===== src/rtl/branch_update_sched_pkg.sv =====
// ---------------------------------------------------------------------------
// branch_update_sched_pkg
// Shared ISA header for the branch update scheduler slice.
//   ISA_XLEN      : default datapath / PC width
//   PC_INCR       : sequential-instruction PC step (fall-through address)
//   sched_state_e : scheduler FSM state encodings
//   sat_inc32     : saturating +1 helper for the 32-bit performance counters
// ---------------------------------------------------------------------------
package branch_update_sched_pkg;

  localparam int          ISA_XLEN = 32;
  localparam int unsigned PC_INCR  = 32'd4;

  typedef enum logic [0:0] {
    ST_IDLE  = 1'b0,
    ST_FLUSH = 1'b1
  } sched_state_e;

  // Counters stick at all-ones instead of wrapping back to zero.
  function automatic logic [31:0] sat_inc32(input logic [31:0] value);
    logic [31:0] result;
    if (value == 32'hFFFF_FFFF) begin
      result = value;
    end else begin
      result = value + 32'd1;
    end
    return result;
  endfunction

endpackage


===== src/rtl/branch_update_sched_sync_fifo.sv =====
// ---------------------------------------------------------------------------
// sync_fifo
// Single-clock FIFO holding pending predictor updates. The read data is the
// registered head entry; there is no write-to-read bypass, so an entry
// pushed at edge N is visible on pop_data in the cycle after edge N.
// Ports:
//   clk, reset        : clock, asynchronous active-high reset
//   push, push_data   : write request and data (ignored while full)
//   pop               : consume head entry (ignored while empty)
//   pop_data          : head entry
//   full, empty       : occupancy flags
// ---------------------------------------------------------------------------
module sync_fifo
  import branch_update_sched_pkg::*;
#(
  parameter int WIDTH = 8,
  parameter int DEPTH = 4
) (
  input  logic             clk,
  input  logic             reset,
  input  logic             push,
  input  logic [WIDTH-1:0] push_data,
  input  logic             pop,
  output logic [WIDTH-1:0] pop_data,
  output logic             full,
  output logic             empty
);

  localparam int AW = $clog2(DEPTH);

  logic [WIDTH-1:0] mem_r [DEPTH];
  logic [AW-1:0]    wr_ptr_r;
  logic [AW-1:0]    rd_ptr_r;
  logic [AW:0]      count_r;
  logic             do_push_s;
  logic             do_pop_s;

  assign full      = (count_r == (AW+1)'(DEPTH));
  assign empty     = (count_r == {(AW+1){1'b0}});
  assign do_push_s = push && !full;
  assign do_pop_s  = pop && !empty;
  assign pop_data  = mem_r[rd_ptr_r];

  // Pointers and occupancy; DEPTH is a power of two so pointers wrap naturally.
  always_ff @(posedge clk or posedge reset) begin
    if (reset) begin
      wr_ptr_r <= {AW{1'b0}};
      rd_ptr_r <= {AW{1'b0}};
      count_r  <= {(AW+1){1'b0}};
    end else begin
      if (do_push_s) begin
        wr_ptr_r <= wr_ptr_r + AW'(1);
      end
      if (do_pop_s) begin
        rd_ptr_r <= rd_ptr_r + AW'(1);
      end
      case ({do_push_s, do_pop_s})
        2'b10:   count_r <= count_r + (AW+1)'(1);
        2'b01:   count_r <= count_r - (AW+1)'(1);
        default: count_r <= count_r;
      endcase
    end
  end

  // Entry storage; contents are meaningless while empty so no reset is needed.
  always_ff @(posedge clk) begin
    if (do_push_s) begin
      mem_r[wr_ptr_r] <= push_data;
    end
  end

endmodule


===== src/rtl/branch_update_sched.sv =====
// ---------------------------------------------------------------------------
// branch_update_sched
// Collects resolved branches from execute, queues predictor updates and
// drains them one per cycle, and on a mispredict issues a one-cycle fetch
// redirect followed by a FLUSH_CYCLES-long flush of IF/ID.
// Ports:
//   clk, reset                       : clock, asynchronous active-high reset
//   ex_valid / ex_ready              : execute-stage record handshake
//   ex_pc, ex_is_branch, ex_taken,
//   ex_predicted, ex_target          : resolved instruction record
//   hold                             : freezes queue drain only
//   upd_enable, upd_is_branch,
//   upd_pc, upd_taken                : to branch_predictor update_enable /
//                                      is_branch / pc_update / branch_taken
//   redirect_valid, redirect_pc      : one-cycle fetch redirect
//   flush                            : kill younger instructions in IF/ID
//   branch_count, mispredict_count   : saturating performance counters
// ---------------------------------------------------------------------------
module branch_update_sched
  import branch_update_sched_pkg::*;
#(
  parameter int XLEN         = ISA_XLEN,
  parameter int DEPTH        = 4,
  parameter int FLUSH_CYCLES = 2
) (
  input  logic            clk,
  input  logic            reset,
  input  logic            ex_valid,
  output logic            ex_ready,
  input  logic [XLEN-1:0] ex_pc,
  input  logic            ex_is_branch,
  input  logic            ex_taken,
  input  logic            ex_predicted,
  input  logic [XLEN-1:0] ex_target,
  input  logic            hold,
  output logic            upd_enable,
  output logic            upd_is_branch,
  output logic            upd_taken,
  output logic [XLEN-1:0] upd_pc,
  output logic            redirect_valid,
  output logic [XLEN-1:0] redirect_pc,
  output logic            flush,
  output logic [31:0]     branch_count,
  output logic [31:0]     mispredict_count
);

  localparam int EW  = XLEN + 1;
  localparam int FCW = (FLUSH_CYCLES > 1) ? $clog2(FLUSH_CYCLES) : 1;

  sched_state_e   state_r;
  sched_state_e   state_nxt_s;
  logic [FCW-1:0] flush_cnt_r;
  logic [FCW-1:0] flush_cnt_nxt_s;

  logic           fifo_full_s;
  logic           fifo_empty_s;
  logic [EW-1:0]  fifo_dout_s;
  logic           accept_s;
  logic           branch_acc_s;
  logic           mispredict_s;
  logic           redirect_valid_r;
  logic [XLEN-1:0] redirect_pc_r;
  logic [31:0]    branch_count_r;
  logic [31:0]    mispredict_count_r;

  assign ex_ready     = (state_r == ST_IDLE) && !fifo_full_s;
  assign accept_s     = ex_valid && ex_ready;
  assign branch_acc_s = accept_s && ex_is_branch;
  assign mispredict_s = branch_acc_s && (ex_taken != ex_predicted);

  assign upd_enable    = !fifo_empty_s && !hold;
  assign upd_is_branch = upd_enable;
  assign upd_pc        = fifo_dout_s[EW-1:1];
  assign upd_taken     = fifo_dout_s[0];

  sync_fifo #(
    .WIDTH (EW),
    .DEPTH (DEPTH)
  ) u_sync_fifo (
    .clk       (clk),
    .reset     (reset),
    .push      (branch_acc_s),
    .push_data ({ex_pc, ex_taken}),
    .pop       (upd_enable),
    .pop_data  (fifo_dout_s),
    .full      (fifo_full_s),
    .empty     (fifo_empty_s)
  );

  // FSM state and flush-length counter registers.
  always_ff @(posedge clk or posedge reset) begin
    if (reset) begin
      state_r     <= ST_IDLE;
      flush_cnt_r <= {FCW{1'b0}};
    end else begin
      state_r     <= state_nxt_s;
      flush_cnt_r <= flush_cnt_nxt_s;
    end
  end

  // Next-state: a mispredict enters FLUSH, which lasts FLUSH_CYCLES cycles.
  always_comb begin
    state_nxt_s     = state_r;
    flush_cnt_nxt_s = flush_cnt_r;
    case (state_r)
      ST_IDLE: begin
        if (mispredict_s) begin
          state_nxt_s     = ST_FLUSH;
          flush_cnt_nxt_s = {FCW{1'b0}};
        end else begin
          state_nxt_s     = ST_IDLE;
          flush_cnt_nxt_s = {FCW{1'b0}};
        end
      end
      ST_FLUSH: begin
        if (flush_cnt_r == FCW'(FLUSH_CYCLES - 1)) begin
          state_nxt_s     = ST_IDLE;
          flush_cnt_nxt_s = {FCW{1'b0}};
        end else begin
          state_nxt_s     = ST_FLUSH;
          flush_cnt_nxt_s = flush_cnt_r + FCW'(1);
        end
      end
      default: begin
        state_nxt_s     = ST_IDLE;
        flush_cnt_nxt_s = {FCW{1'b0}};
      end
    endcase
  end

  // flush decodes the registered state, so it rises together with redirect_valid.
  assign flush = (state_r == ST_FLUSH);

  // Redirect pulse and address; the address holds its last value between pulses.
  always_ff @(posedge clk or posedge reset) begin
    if (reset) begin
      redirect_valid_r <= 1'b0;
      redirect_pc_r    <= {XLEN{1'b0}};
    end else begin
      redirect_valid_r <= mispredict_s;
      if (mispredict_s) begin
        redirect_pc_r <= ex_taken ? ex_target : (ex_pc + XLEN'(PC_INCR));
      end
    end
  end

  // Saturating performance counters.
  always_ff @(posedge clk or posedge reset) begin
    if (reset) begin
      branch_count_r     <= 32'd0;
      mispredict_count_r <= 32'd0;
    end else begin
      if (branch_acc_s) begin
        branch_count_r <= sat_inc32(branch_count_r);
      end
      if (mispredict_s) begin
        mispredict_count_r <= sat_inc32(mispredict_count_r);
      end
    end
  end

  assign redirect_valid   = redirect_valid_r;
  assign redirect_pc      = redirect_pc_r;
  assign branch_count     = branch_count_r;
  assign mispredict_count = mispredict_count_r;

endmodule


===== config.mk =====
export PLATFORM = sky130hd
export DESIGN_NAME = branch_update_sched
export DESIGN_NICKNAME = d
export VERILOG_FILES = /design/src/rtl/branch_update_sched_pkg.sv /design/src/rtl/branch_update_sched_sync_fifo.sv /design/src/rtl/branch_update_sched.sv
export SDC_FILE = /design/constraint.sdc
export NUM_CORES = 1
export LEC_CHECK = 0
export CELL_PAD_IN_SITES_DETAIL_PLACEMENT = 0
export CELL_PAD_IN_SITES_GLOBAL_PLACEMENT = 2
export CORE_MARGIN = 2
export CORE_UTILIZATION = 35
export DETAILED_ROUTE_END_ITERATION = 10
export PLACE_DENSITY_LB_ADDON = 0.3
export SLEW_MARGIN = 20
export SYNTH_ARGS = -nofsm -noshare
export SYNTH_HDL_FRONTEND = slang
export SYNTH_SLANG_ARGS = --single-unit

===== constraint.sdc =====
create_clock -name clk -period 3.8 [get_ports clk]
set_clock_uncertainty 0.1 [all_clocks]
set_input_delay 0.57 -clock clk [delete_from_list [all_inputs] [get_ports clk]]
set_output_delay 0.57 -clock clk [all_outputs]
set_load 0.03 [all_outputs]

==> summary.txt, run 1 <==
Die
  – DIE WIDTH: roughly 180 um
  – Die area: about 32,000 sq um
  – Die height: approximately 180 um
  – FP Rows: 63
  – I/O pins: roughly 210
  – Core area: about 30,000 sq um
  – Starting Density: 35.6%

Power
  – Power per cell area: about 660 nW/um^2
  – Leakage: 5.38 nW
  – Tot Pwr: between 0.009 and 0.01 W
  – Peak supply drop: between 300 and 400 uV

CTS
  – Post-cts sizing count: 0
  – CTS Root Cell: clkbuf_16
  – Clock buffer depth: 3
  – CTS tree: yes
  – CTS H-tree depth: 1
  – CTS Hold Bufs: 0
  – Worst-skew pair later-pin latency: about 0.53 ns
  – Postcts setup bufs: 0
  – Clock sinks: around 240
  – Clock slew at reported path FFs: ~0.060 ns
  – CTS Buf Count: 27

Global routing
  – Largest net degree at the start of global routing: 51
  – Initial antenna violation count: 2
  – Gr ovfl total: 0
  – Total track usage: 17.4%
  – First-pass GRT wire length: between 40,000 and 50,000 um
  – Vias in the first global route: slightly above 7,000

STA
  – Finish-stage setup viols: 0
  – Minimum clock period: around 3.3 ns
  – RSZ-0062 raised after global routing: no
  – Slew headroom: about 54%
  – Hold Vio Cnt, Final: 0
  – Maximum clock rate: slightly above 0.3 GHz
  – PnR worst setup slack: approximately 0.49 ns
  – Slew @ Worst Pin: around 0.69 ns
  – Final Max Slew Viols: 0
  – Fin crit share: 87.0%
  – Final TNS setup: 0 ns

Logic synthesis
  – Number of synthesized flops with an enable pin: ~130
  – Largest area contributor in the netlist: edfxtp_1
  – Post-Synth XOR/XNOR Area: under 10%
  – Main combinational cell family by area after synthesis: simple AND/OR/NAND/NOR gates
  – Mean Syn Cell Area: about 14 sq um
  – Post-Synthesis Cells: 771
  – Multiplexer share of the synthesized area: between 8 and 9%
  – Compound-gate portion of the synthesized area: between 4 and 5%
  – Synth Cell Area: 10,600 sq um
  – Synth top area cells: edfxtp_1, dfrtp_1, mux4_2
  – Ys async rst share: 44.5%
  – Yosys top cell area share: a little under two fifths
  – Netlist cell types: around 60
  – Post-synthesis net count: roughly 850
  – Most common flop cell mapped by yosys: edfxtp_1
  – Synth Area in Simple Gates: 14.5%
  – Syn. warnings: 0
  – Adder and majority gate portion of the synthesized area: 1.14%
  – Sequential-to-total area share from yosys stat: between 60% and 70%
  – Synth Register Bits: 238

Cells and area
  – Layout Nets: roughly 1,100
  – Final instance count without filler cells: approximately 1,400
  – Cell area after layout: around 14,000 sq um
  – Area Overhead vs Synth: 33.0%
  – FILL cells: around 2,700
  – Share of cells above drive strength 1: around 12%

Critical path
  – Worst Path Max Fanout: 25
  – Arrival time worst endpoint: roughly 2.6 ns
  – Crit Path Class: reg -> out
  – Cell count of the worst reg-to-reg path: 9
  – Crit. End Element: output port
  – CP Data Required Time: ~3.1 ns
  – Worst setup SP type: flop

Routing
  – Total number of vias: ~7,000
  – DR vias/cell: 5.03
  – DRC: 0
  – Post-Route WL: ~27,000 um
  – Initial DRC Count: 517
  – Routed WL per cell: 19.5 um
  – Routed Antenna Nets: 0
  – Initial DRT Pass Iterations: 4

Placement
  – Placed inst area: roughly 13,000 sq um
  – Dpl cells: 1,346
  – Dpl ws: about 0.75 ns
  – GP Congestion: about 0.78
  – HPWL after DPL: between 15,000 and 20,000 um
  – IO Port Bufs: 204

Outcome
  – Status: finished clean

Run
  – MaxCap Viol Count: 0

Worst hold path
  – WHS Path Cells: 1
  – Worst min-delay path class: reg -> reg
[flip-flops by register name (all words and copies together) (netlist names)]
| register | count |
|---|---|
| flush | 1 |
| u_sync_fifo.mem_r | 132 |
| mispredict_count | 32 |
| redirect_pc | 32 |
| u_sync_fifo.wr_ptr_r | 2 |
| branch_count | 32 |
| u_sync_fifo.rd_ptr_r | 2 |
| u_sync_fifo.count_r | 3 |
| flush_cnt_r | 1 |
| redirect_valid | 1 |
[cell usage in the layout, fill, tap and decap left out, types with 31 or more instances in the layout]
master / netlist / final
o21ai_0: 36 / 36
mux4_2: 33 / 33
nand3_1: 37 / 37
xor2_1: 50 / 50
dfrtp_1: 106 / 105
nand4_1: 39 / 39
and3_1: 39 / 35
nor2_1: 31 / 31
nand2_1: 53 / 53
edfxtp_1: 132 / 132
xnor2_1: 32 / 32
clkdlybuf4s50_1: 0 / 203
[worst max-delay path, cell delays in order, from the launching register on]
cell and delay, ns:
dfrtp_2 0.60, buf_12 0.28, mux4_2 0.58, clkdlybuf4s50_1 0.62
[power by group]
| part | leakage [nW] | switching, W | internal (W) |
|---|---|---|---|
| registers | 2.58 | 0.000269 | 0.00313 |
| logic | 2.33 | 0.00174 | 0.00134 |
| clock network | 0.469 | 0.00105 | 0.00178 |
[stage by stage]
| stage | utilization, % | hold WS (ns) |
|---|---|---|
| final | 47.3 | 0.304 |
| after global routing | 47.3 | 0.335 |
| after CTS | 47.3 | 0.307 |
| after detailed placement | 44.1 | 0.298 |
| after global placement | 44.1 | 0.296 |
| after floorplan | - | 0.284 |
[Yosys cell counts (all sizes together), types with 4 or more instances]
| library cell | instances |
|---|---|
| edfxtp | 132 |
| dfrtp | 106 |
| nand2 | 53 |
| xor2 | 50 |
| nand4 | 41 |
| and3 | 39 |
| nand3 | 39 |
| o21ai | 36 |
| mux4 | 33 |
| xnor2 | 33 |
| nor2 | 32 |
| a21oi | 26 |
| nor3 | 22 |
| clkbuf | 18 |
| inv | 16 |
| buf | 15 |
| nor4 | 13 |
| mux2i | 10 |
| and4 | 8 |
| ha | 8 |
| and2 | 6 |
| mux2 | 5 |
| a31o | 4 |
[metal layers]
layer  up-vias  share of wire (%)  GRT usage (%)
met5         -                  0              0
met4         0                2.1           4.61
met3        34                6.6           3.60
met2       202                 45           26.8
met1      3455                 46           24.9
li1       3342                  -              -
[cell families after synthesis]
kind of cell | after synthesis
AO/OA/AOI/OAI | 77
AND/OR/NAND/NOR | 267
flip-flops | 238
XOR/XNOR | 83
multiplexers | 48
adder cells (fa/ha/maj) | 9
buffers and inverters | 49
[worst paths after layout]
check	from	endpoint	slack, ns
setup reg to reg	u_sync_fifo.count_r[0]	u_sync_fifo.count_r[2]	1.11
max in group asynchronous	reset	branch_count[2]	2.43
setup / recovery	u_sync_fifo.rd_ptr_r[0]	upd_pc[7]	0.49
hold reg to reg	flush_cnt_r	flush_cnt_r	0.30
min in group asynchronous	reset	mispredict_count[1]	0.40
hold / removal	flush_cnt_r	flush_cnt_r	0.30
[cell type report]
class                           count  area [sq um]  share of cell area (%)
Antenna cell                        2          5.00                  0.0357
Clock buffer                       30           687                    4.89
Clock inverter                     19           284                    2.02
Inverter                           16          62.6                   0.446
Multi-Input combinational cell    484          3730                    26.6
Sequential cell                   238          6620                    47.2
Tap cell                          390           488                    3.48
Timing Repair Buffer              218          2150                    15.4
(Power assumes the default switching activity.)
==> run 2: changes to the inputs <==
- CELL_PAD_IN_SITES_DETAIL_PLACEMENT: 0 -> 1
- MAX_ROUTING_LAYER: default -> met4
==> run 2 against run 1 <==
Compared with the run above:
- via count increased by 0.75%
- global-route usage grew 1.7 points
- highest routed layer unchanged
- die area unchanged
- sequential share of layout area is 0.41 points higher
- critical path type unchanged
- combinational power up 1%
- wire length is 5.1% higher
- flip-flop and latch count unchanged
- worst hold slack better by 0.017 ns
- critical endpoint unchanged
==> summary.txt, run 2 (same netlist as run 1, synthesis figures left out) <==
Outcome
  – Status: finished clean

Routing
  – Initial DRT Pass Iterations: 4 (unchanged)
  – Routed Antenna Nets: 0 (unchanged)
  – Routed WL per cell: 20.5 um (+5.1%)
  – Total number of vias: 7,086 (+0.75%)
  – Post-Route WL: 28,600 um (+5.1%)
  – DR vias/cell: 5.07 (+0.75%)
  – DRC: 0 (unchanged)
  – Initial DRC Count: 400 (-23%)

STA
  – Fin crit share: 87.5% (+0.44 points)
  – Finish-stage setup viols: 0 (unchanged)
  – Slew @ Worst Pin: 0.673 ns (-0.0142 ns)
  – Final Max Slew Viols: 0 (unchanged)
  – Hold Vio Cnt, Final: 0 (unchanged)
  – Final TNS setup: 0 ns (unchanged)
  – RSZ-0062 raised after global routing: no
  – Minimum clock period: 3.32 ns (+0.0168 ns)
  – Maximum clock rate: 0.301 GHz (-0.51%)
  – Slew headroom: 55.2% (+0.94 points)

CTS
  – Clock slew at reported path FFs: 0.06 ns (about the same)
  – CTS Buf Count: 26 (-3.7%)
  – CTS Hold Bufs: 0 (unchanged)
  – CTS Root Cell: clkbuf_16
  – Postcts setup bufs: 0 (unchanged)
  – Clock buffer depth: 3 (unchanged)
  – Worst-skew pair later-pin latency: 0.53 ns (about the same)
  – CTS H-tree depth: 1 (unchanged)
  – CTS tree: yes
  – Clock sinks: 238 (unchanged)
  – Post-cts sizing count: 0 (unchanged)

Cells and area
  – Most frequent cells in the layout: clkdlybuf4s50_1, edfxtp_1, dfrtp_1
  – Most flop-heavy register: u_sync_fifo.mem_r
  – Share of cells above drive strength 1: 12.2% (-0.19 points)
  – Max reg flops: 132 (unchanged)
  – Layout Nets: 1,064 (-0.094%)
  – Final instance count without filler cells: 1,397 (unchanged)
  – Commonest non-fill, non-tap cell in the layout: clkdlybuf4s50_1
  – Area Overhead vs Synth: 31.8%

Die
  – Core area: 29,600 sq um (unchanged)
  – FP Rows: 63 (unchanged)
  – Die height: 178 um (unchanged)
  – Die area: 31,600 sq um (unchanged)
  – I/O pins: 205 (unchanged)
  – Starting Density: 35.6% (unchanged)
  – DIE WIDTH: 178 um (unchanged)

Global routing
  – Gr ovfl total: 0 (unchanged)
  – Total track usage: 19.1% (+1.7 points)
  – Initial antenna violation count: 3 (+1)
  – First-pass GRT wire length: 45,400 um (+7.1%)
  – Largest net degree at the start of global routing: 51 (unchanged)
  – Vias in the first global route: 7,699 (+6.2%)

Critical path
  – Worst Path Max Fanout: 25 (unchanged)
  – Worst setup path endpoint: upd_pc[7]
  – Arrival time worst endpoint: 2.65 ns (about the same)
  – Crit Path Class: reg -> out
  – CP Data Required Time: 3.13 ns (about the same)
  – Cell count of the worst reg-to-reg path: 9 (unchanged)
  – Worst r2r src: u_sync_fifo.count_r[0]
  – Critical Path Start: u_sync_fifo.rd_ptr_r[0]
  – Reg-to-reg slack, setup: 1.13 ns (+0.02 ns)
  – Crit. End Element: output port
  – Worst setup SP type: flop
  – Reg2Reg Capture Point: u_sync_fifo.count_r[2]

Power
  – Tot Pwr: 0.00902 W (-3.2%)
  – Leakage: 5.33 nW (-1.0%)
  – Peak supply drop: 277 uV (-11%)
  – Power per cell area: 648 nW/um^2 (-2.4%)

Placement
  – GP Congestion: 0.787 (+1.4%)
  – HPWL after DPL: 19,400 um (+6.1%)
  – Dpl cells: 1,346 (unchanged)
  – IO Port Bufs: 204 (unchanged)

Run
  – MaxCap Viol Count: 0 (unchanged)

Worst hold path
  – Worst min-delay path class: reg -> reg
==> run 2: cell count changes in the layout (fill, tap and decap cells not counted), sizes merged <==
| cell | delta |
|---|---|
| clkinv | +4 |
| bufinv | -5 |
| inv | -2 |
| diode | +1 |
| clkbuf | +2 |
==> run 2: power breakdown <==
part	switching, W	internal, W	leakage (nW)	total [W]
logic	0.00177	0.00134	2.33	0.00312
clock network	0.00103	0.00147	0.415	0.00250
registers	0.000275	0.00313	2.58	0.00341
total	0.00308	0.00594	5.33	0.00902
==> run 2: routing by layer <==
layer | part of all wire [%] | wire length, um | GRT usage (%) | up-vias
met3 | 6.0 | 1710 | 3.04 | 38
li1 | - | - | - | 3329
met1 | 45 | 12900 | 26.4 | 3520
met2 | 47 | 13300 | 29.6 | 199
met5 | 0 | 0 | - | -
met4 | 2.3 | 645 | 4.64 | 0
==> run 2: critical path: stages (launching register included) <==
cell	delay (ns)
dfrtp_2	0.61
buf_12	0.29
mux4_2	0.59
clkdlybuf4s50_1	0.62
==> run 2: how the worst min path moves through the flow <==
stage                            from          end  slack [ns]  cells after the start
after floorplan           flush_cnt_r  flush_cnt_r        0.28                      1
after global placement    flush_cnt_r  flush_cnt_r        0.30                      1
after detailed placement  flush_cnt_r  flush_cnt_r        0.30                      1
after CTS                 flush_cnt_r  flush_cnt_r        0.32                      1
after global routing      flush_cnt_r  flush_cnt_r        0.34                      1
final                     flush_cnt_r  flush_cnt_r        0.32                      1
==> run 2: cell type report <==
type | count | area, sq um
tap | 390 | 488
clock inverter | 16 | 133
timing repair buffer | 218 | 2150
clock buffer | 32 | 714
fill | 3059 | 15700
sequential | 238 | 6620
antenna | 3 | 7.51
inverter | 16 | 62.6
multi-input combinational | 484 | 3730
==> run 2: per-stage QoR <==
step / setup slack (ns) / hold WS [ns] / utilization (%) / area [sq um]
global placement: 0.849 / 0.296 / 44.1 / 13100
CTS: 0.426 / 0.321 / 46.9 / 13900
detailed placement: 0.733 / 0.300 / 44.1 / 13100
floorplan: 0.341 / 0.284 / - / 10600
global route: 0.338 / 0.336 / 46.9 / 13900
finish: 0.477 / 0.321 / 46.9 / 13900
